## src/rtl/clock_mode_ctrl_pkg.sv

```systemverilog
// rtl/clock_mode_ctrl_pkg.sv - shared state encoding and snooze constants
//
// Purpose: state encoding for the clock mode FSM (also driven out on the
// mode port), snooze timing constants and the field-step helpers used by
// the adjust-mode navigation buttons.
// Ports: none (package).
// Configuration: ALARM_SNOOZE_EN selects the snooze feature in alarm_ctrl;
// the constants here exist in both builds.

package clock_mode_ctrl_pkg;

    typedef enum logic [2:0] {
        ST_CLOCK    = 3'd0,
        ST_ADJ_THR  = 3'd1,
        ST_ADJ_TMIN = 3'd2,
        ST_ADJ_AHR  = 3'd3,
        ST_ADJ_AMIN = 3'd4
    } state_e;

    localparam int SNOOZE_TICKS = 300;
    localparam int SNOOZE_CNT_W = 9;

    // btnr order: THR -> TMIN -> AHR -> AMIN -> THR.
    // Undefined encodings recover to the first adjust field.
    function automatic state_e adj_next(input state_e s);
        case (s)
            ST_ADJ_THR:  adj_next = ST_ADJ_TMIN;
            ST_ADJ_TMIN: adj_next = ST_ADJ_AHR;
            ST_ADJ_AHR:  adj_next = ST_ADJ_AMIN;
            ST_ADJ_AMIN: adj_next = ST_ADJ_THR;
            default:     adj_next = ST_ADJ_THR;
        endcase
    endfunction

    // btnl order is the reverse of adj_next.
    function automatic state_e adj_prev(input state_e s);
        case (s)
            ST_ADJ_THR:  adj_prev = ST_ADJ_AMIN;
            ST_ADJ_TMIN: adj_prev = ST_ADJ_THR;
            ST_ADJ_AHR:  adj_prev = ST_ADJ_TMIN;
            ST_ADJ_AMIN: adj_prev = ST_ADJ_AHR;
            default:     adj_prev = ST_ADJ_THR;
        endcase
    endfunction

endpackage

```

## src/rtl/clock_mode_ctrl_alarm_ctrl.sv

```systemverilog
// rtl/clock_mode_ctrl_alarm_ctrl.sv - alarm edge detect, alarm_on register and snooze
//
// Purpose: detects a rising edge of the external alarm compare while the
// FSM is in CLOCK, holds alarm_on until any button clears it, and (with
// ALARM_SNOOZE_EN defined) re-asserts the alarm SNOOZE_TICKS seconds after
// a lone btnu snooze press.
// Ports:
//   clk, resetn    clock, synchronous active-low reset
//   time_match     alarm hh:mm equals time hh:mm
//   in_clock       FSM currently in CLOCK (registered state)
//   any_btn        any button pulse this cycle
//   btnu_only      btnu pulsed with no other button
//   enter_adj      FSM leaves CLOCK at this edge
//   tick_1hz       1 Hz timebase pulse
//   alarm_on       registered alarm drive
// Configuration: ALARM_SNOOZE_EN enables the snooze counter; undefined,
// btnu clears the alarm like any other button and no counter exists.

module alarm_ctrl
    import clock_mode_ctrl_pkg::*;
(
    input  logic clk,
    input  logic resetn,
    input  logic time_match,
    input  logic in_clock,
    input  logic any_btn,
    input  logic btnu_only,
    input  logic enter_adj,
    input  logic tick_1hz,
    output logic alarm_on
);

    logic time_match_q;
    logic alarm_on_q;
    logic alarm_on_d;
    logic match_rise;
    logic alarm_clear;
    logic snooze_fire;

    // time_match_q resets high so a match already present out of reset
    // does not look like a fresh edge. It tracks in every state, so a match
    // that rose during adjust is not seen as an edge on return to CLOCK.
    assign match_rise  = time_match & ~time_match_q;
    assign alarm_clear = alarm_on_q & any_btn;

`ifdef ALARM_SNOOZE_EN
    localparam logic [SNOOZE_CNT_W-1:0] SNOOZE_LAST = SNOOZE_CNT_W'(SNOOZE_TICKS - 1);

    logic                    snooze_act_q;
    logic                    snooze_act_d;
    logic [SNOOZE_CNT_W-1:0] snooze_cnt_q;
    logic [SNOOZE_CNT_W-1:0] snooze_cnt_d;

    always_comb begin
        snooze_act_d = snooze_act_q;
        snooze_cnt_d = snooze_cnt_q;
        snooze_fire  = 1'b0;
        if (alarm_clear && btnu_only) begin
            snooze_act_d = 1'b1;
            snooze_cnt_d = '0;
        end else if (alarm_clear || enter_adj) begin
            snooze_act_d = 1'b0;
            snooze_cnt_d = '0;
        end else if (snooze_act_q && tick_1hz) begin
            if (snooze_cnt_q == SNOOZE_LAST) begin
                snooze_fire  = 1'b1;
                snooze_act_d = 1'b0;
                snooze_cnt_d = '0;
            end else begin
                snooze_cnt_d = snooze_cnt_q + 1'b1;
            end
        end
    end

    always_ff @(posedge clk) begin
        if (!resetn) begin
            snooze_act_q <= 1'b0;
            snooze_cnt_q <= '0;
        end else begin
            snooze_act_q <= snooze_act_d;
            snooze_cnt_q <= snooze_cnt_d;
        end
    end
`else
    logic unused_snooze_inputs;
    assign unused_snooze_inputs = btnu_only ^ enter_adj ^ tick_1hz;
    assign snooze_fire          = 1'b0;
`endif

    always_comb begin
        alarm_on_d = alarm_on_q;
        if (alarm_clear) begin
            alarm_on_d = 1'b0;
        end else if (in_clock && match_rise) begin
            alarm_on_d = 1'b1;
        end else if (snooze_fire) begin
            alarm_on_d = 1'b1;
        end
    end

    always_ff @(posedge clk) begin
        if (!resetn) begin
            time_match_q <= 1'b1;
            alarm_on_q   <= 1'b0;
        end else begin
            time_match_q <= time_match;
            alarm_on_q   <= alarm_on_d;
        end
    end

    assign alarm_on = alarm_on_q;

endmodule

```

## src/rtl/clock_mode_ctrl.sv

```systemverilog
// rtl/clock_mode_ctrl.sv - clock / time-adjust / alarm-adjust mode controller
//
// Purpose: five-state FSM (CLOCK plus four adjust fields) driven by button
// pulses, with a zero-latency decode of the counter enables and count
// direction. Alarm handling lives in alarm_ctrl.
// Ports:
//   clk                      system clock, rising edge
//   reset                    synchronous active-low reset
//   tick_1hz                 1 Hz timebase pulse
//   btnc/btnu/btnd/btnl/btnr debounced single-cycle button pulses
//   sec_max/min_max/hr_max   time counters at terminal count
//   time_match               alarm hh:mm equals time hh:mm
//   sec_en/min_en/hr_en      time counter enables
//   amin_en/ahr_en           alarm counter enables
//   up_down                  shared count direction, 1 = up
//   mode                     registered FSM state encoding
//   adjust                   registered, high in any adjust state
//   alarm_on                 registered alarm drive
// Configuration: ALARM_SNOOZE_EN (see alarm_ctrl).

module clock_mode_ctrl
    import clock_mode_ctrl_pkg::*;
(
    input  logic       clk,
    input  logic       reset,
    input  logic       tick_1hz,
    input  logic       btnc,
    input  logic       btnu,
    input  logic       btnd,
    input  logic       btnl,
    input  logic       btnr,
    input  logic       sec_max,
    input  logic       min_max,
    input  logic       hr_max,
    input  logic       time_match,
    output logic       sec_en,
    output logic       min_en,
    output logic       hr_en,
    output logic       amin_en,
    output logic       ahr_en,
    output logic       up_down,
    output logic [2:0] mode,
    output logic       adjust,
    output logic       alarm_on
);

    logic   resetn;
    state_e state_q;
    state_e state_d;
    logic   adjust_q;
    logic   adjust_d;
    logic   alarm_on_w;
    logic   any_btn;
    logic   btn_consume;
    logic   btnu_only;
    logic   in_clock;
    logic   enter_adj;
    logic   field_step;

    // Hour rollover is handled by the hour counter itself.
    logic unused_hr_max;
    assign unused_hr_max = hr_max;

    assign resetn      = reset;
    assign any_btn     = btnc | btnu | btnd | btnl | btnr;
    assign btnu_only   = btnu & ~(btnc | btnd | btnl | btnr);
    assign in_clock    = (state_q == ST_CLOCK);
    // While the alarm sounds, a button only silences it.
    assign btn_consume = alarm_on_w & any_btn;

    always_comb begin
        state_d = state_q;
        if (!btn_consume) begin
            case (state_q)
                ST_CLOCK: begin
                    if (btnc) state_d = ST_ADJ_THR;
                end
                default: begin
                    if (btnc)      state_d = ST_CLOCK;
                    else if (btnr) state_d = adj_next(state_q);
                    else if (btnl) state_d = adj_prev(state_q);
                end
            endcase
        end
    end

    assign enter_adj = in_clock & (state_d != ST_CLOCK);
    assign adjust_d  = (state_d != ST_CLOCK);

    always_ff @(posedge clk) begin
        if (!resetn) begin
            state_q  <= ST_CLOCK;
            adjust_q <= 1'b0;
        end else begin
            state_q  <= state_d;
            adjust_q <= adjust_d;
        end
    end

    // Up/down steps only when neither a higher-priority navigation button
    // nor the opposite direction is pressed in the same cycle.
    assign field_step = ~btn_consume & ~btnc & ~btnr & ~btnl & (btnu ^ btnd);

    always_comb begin
        sec_en  = 1'b0;
        min_en  = 1'b0;
        hr_en   = 1'b0;
        amin_en = 1'b0;
        ahr_en  = 1'b0;
        up_down = 1'b1;
        if (resetn) begin
            if (in_clock) begin
                sec_en = tick_1hz;
                min_en = tick_1hz & sec_max;
                hr_en  = tick_1hz & sec_max & min_max;
            end else if (field_step) begin
                up_down = btnu;
                case (state_q)
                    ST_ADJ_THR:  hr_en   = 1'b1;
                    ST_ADJ_TMIN: min_en  = 1'b1;
                    ST_ADJ_AHR:  ahr_en  = 1'b1;
                    ST_ADJ_AMIN: amin_en = 1'b1;
                    default:     ;
                endcase
            end
        end
    end

    alarm_ctrl u_alarm_ctrl (
        .clk        (clk),
        .resetn     (resetn),
        .time_match (time_match),
        .in_clock   (in_clock),
        .any_btn    (any_btn),
        .btnu_only  (btnu_only),
        .enter_adj  (enter_adj),
        .tick_1hz   (tick_1hz),
        .alarm_on   (alarm_on_w)
    );

    assign mode     = state_q;
    assign adjust   = adjust_q;
    assign alarm_on = alarm_on_w;

endmodule

```

## config.mk

```make
export PLATFORM = sky130hd
export DESIGN_NAME = clock_mode_ctrl
export DESIGN_NICKNAME = d
export VERILOG_FILES = /design/src/rtl/clock_mode_ctrl_pkg.sv /design/src/rtl/clock_mode_ctrl_alarm_ctrl.sv /design/src/rtl/clock_mode_ctrl.sv
export SDC_FILE = /design/constraint.sdc
export NUM_CORES = 1
export LEC_CHECK = 0
export ABC_AREA = 1
export CAP_MARGIN = 20
export CORE_MARGIN = 10
export CORE_UTILIZATION = 31
export DETAILED_ROUTE_END_ITERATION = 10
export PLACE_DENSITY_LB_ADDON = 0.08
export SLEW_MARGIN = 20
export SYNTH_ARGS = -nofsm -noshare
export SYNTH_HDL_FRONTEND = slang
export SYNTH_SLANG_ARGS = --single-unit
```

## constraint.sdc

```tcl
create_clock -name clk -period 1.65 [get_ports clk]
set_input_delay 0.33 -clock clk [delete_from_list [all_inputs] [get_ports clk]]
set_output_delay 0.33 -clock clk [all_outputs]
set_load 0.05 [all_outputs]
```

==> results.yml <==
run_status:
  status: "complete, but fails checks"
  violations: "setup timing"
setup_path:
  cp-end-kind: "output pin"
  rr_startpoint: "mode[0]$_SDFF_PN0_"
  startpoint_type: "input pin"
  reg2reg_depth: 8
  worst-setup-path-type: "in -> out"
  regToRegSetupSlack_ns: 0.39
  cpPeakStageDelay_ns: 0.27
  slowest_stage: "nor3_4"
  critPathMaxFanout: 4
  path_cells: "clkdlybuf4s15_1 -> nor2_2 -> inv_2 -> nor3_4 -> nand3_2 -> a21oi_4 -> buf_12"
  crit_arrival_ns: 1.45
  crit_start: "btnr"
  crit_required_ns: 1.32
detailed_routing:
  num_vias: 617
  ant_nets: 0
  dr.pass1.iters: 4
  drtIter0Drc: 1
  drc: 0
  wire_per_inst_microns: 11.2
  routed_wl_microns: 1540
  viasPerCell: 4.50
sta:
  fin_crit_ns: 1.78
  worstMarginPinSlew_ns: 0.263
  finClkSkew_ns: 0.00605
  fmax_mhz: 562
  slew_viol_final: 0
  slew_headroom_pct: 82.4
  setup_violations: 5
  grt_setup_unrepaired: "yes"
  hold_violations: 0
  setup_ws_ns: -0.131
  fin_crit_sh_pct: 108
power_and_ir_drop:
  power_w: 0.000597
  p_switching_w: 0.000225
  pwr-share-clk_pct: 24.6
  combPwrFrac_pct: 48.6
  powerDensity_mw_per_mm2: 596
  swShare_pct: 37.6
  vdd_drop_max_v: 0.000446
  seqPwrFrac_pct: 26.8
  leakage_nw: 0.484
  p_int_w: 0.000372
synthesis:
  avgSynthCellArea_sq_um: 5.97
  synth_warnings: 0
  ys_ff_latch: 6
  synth_nets: 95
  syn_area_sq_um: 495
  yosysSeqAreaShare_pct: 24.2
  syn-instance-count: 83
  synth_cell_types: 21
clock_network:
  cts.sinks: 6
  cts-root-buf: "clkbuf_4"
  cts_buffer_depth: 2
  numCtsBuffers: 3
  clkTransAtPathRegs_ns: 0.04
  clkLatencyLatePin_ns: 0.25
  cts.htree.levels: 1
  cts_hold_buf: 0
  cts_tree: "done"
finish:
  nNetsFinal: 134
  fin_area_sq_mm: 0.00100
  stdcell_count: 137
  area_growth_syn_to_layout_pct: 102
  diodes: 0
  drive_gt1_share_pct: 51.2
placement:
  place_congestion: 0.777
  io_buffers: 21
  placedCellCount: 131
  postPlaceCellArea_sq_um: 901
  dpl.hpwl_microns: 1220
floorplanning:
  ioPinCount: 23
  dieArea_sq_mm: 0.00360
  fp-row-count: 14
  die_w_microns: 60.0
  die_h_microns: 60.0
  initial_utilization_pct: 32.9
  core_sq_mm: 0.00151
flow_run:
  drv_cap: 0
global_routing:
  antenna_found_initial: 0
  grt_max_degree: 8
  grt_pass1_vias: 607
  overflow: 0
  grt_use_total_pct: 9.13
  grt_first_pass_wirelength_microns: 2580
min_path:
  min_path_cells: 2
  hold_class: "in -> reg"
  hp-start: "reset"
power groups by stage:
stage                     combinational, W  sequential (W)  clock (W)
after floorplan                   0.000116        0.000199          0
after CTS                         0.000284        0.000159   0.000158
after global routing              0.000310        0.000161   0.000167
final                             0.000290        0.000160   0.000147
after global placement            0.000273        0.000164          0
after detailed placement          0.000273        0.000164          0
critical path, delay by kind of cell:
| family | cells | cell delay, ns |
|---|---|---|
| buffers and inverters | 3 | 0.41 |
| AOI/OAI and AO/OA | 1 | 0.17 |
| and+or+nand+nor | 3 | 0.55 |
cell usage in the layout, fill, tap and decap left out, types with 3 or more instances in the layout:
| cell type | n |
|---|---|
| inv_2 | 4 |
| nor2_1 | 8 |
| buf_12 | 6 |
| nand2_1 | 21 |
| inv_1 | 10 |
| clkdlybuf4s50_1 | 4 |
| nor2_4 | 3 |
| dfxtp_4 | 4 |
| nand2_2 | 4 |
| clkbuf_4 | 3 |
| buf_4 | 17 |
| nand3_2 | 3 |
| nand3_1 | 3 |
| nor2_2 | 5 |
kinds of logic (layout without fill, tap and decap cells):
family                 count (synthesis)  count (layout)  share of synthesized area (%)
AND/OR/NAND/NOR                       54              54                           54.3
buffers and inverters                 15              53                           11.6
AO/OA/AOI/OAI                          8               8                           9.85
flip-flops                             6               6                           24.2
state kept, by name, summed over array words and instances (netlist names):
signal / cells
mode: 3
adjust: 1
u_alarm_ctrl.alarm_on: 1
u_alarm_ctrl.time_match_q: 1
synthesized netlist by cell type, drive strengths merged:
library cell,n,area (sq um)
nand3,6,40.0
clkbuf,1,5.00
and2,1,6.26
inv,14,52.6
o21ai,2,10.0
nor2,16,65.1
a31oi,1,6.26
a21oi,5,32.5
dfxtp,6,120
nand3b,1,7.51
nor3,3,31.3
nand2,27,119
final cells by class:
type	instances	area [sq um]
Multi-Input combinational cell	62	398
Inverter	14	52.6
Timing Repair Buffer	35	370
Sequential cell	6	135
Clock buffer	4	26.3
Fill cell	131	504
Tap cell	16	20.0
layer usage:
layer	global-route usage (%)	up-vias	share of wire, %
met5	0	-	0
met4	4.81	0	0.78
met3	3.18	2	6.7
met2	15.1	15	49
met1	9.90	267	43
li1	-	333	-
per-stage QoR:
step | util, % | hold WS [ns] | setup slack, ns | setup TNS (ns)
3_5_place_dp | 59.8 | 0.539 | -0.377 | -1.86
4_1_cts | 65.1 | 0.440 | -0.183 | -0.639
2_1_floorplan | - | 0.426 | 0.00838 | 0
5_1_grt | 66.5 | 0.465 | -0.234 | -0.984
3_3_place_gp | 59.8 | 0.537 | -0.342 | -1.73
6_report | 66.5 | 0.445 | -0.131 | -0.499
timing repair:
action | 4_1_cts | 5_1_grt
buffers inserted | 2 | 0
gates resized for setup | 22 | 6
pin swaps | 8 | 6
endpoints found under the setup margin | 6 | 6
path summary, 6_finish.rpt:
kind	endpoint
hold / removal	u_alarm_ctrl.time_match_q$_SDFF_PN1_
setup / recovery	hr_en
setup reg to reg	adjust$_SDFF_PN0_
hold reg to reg	u_alarm_ctrl.alarm_on$_SDFFE_PP0P_
No activity file was read; power rests on OpenSTA's default activity.
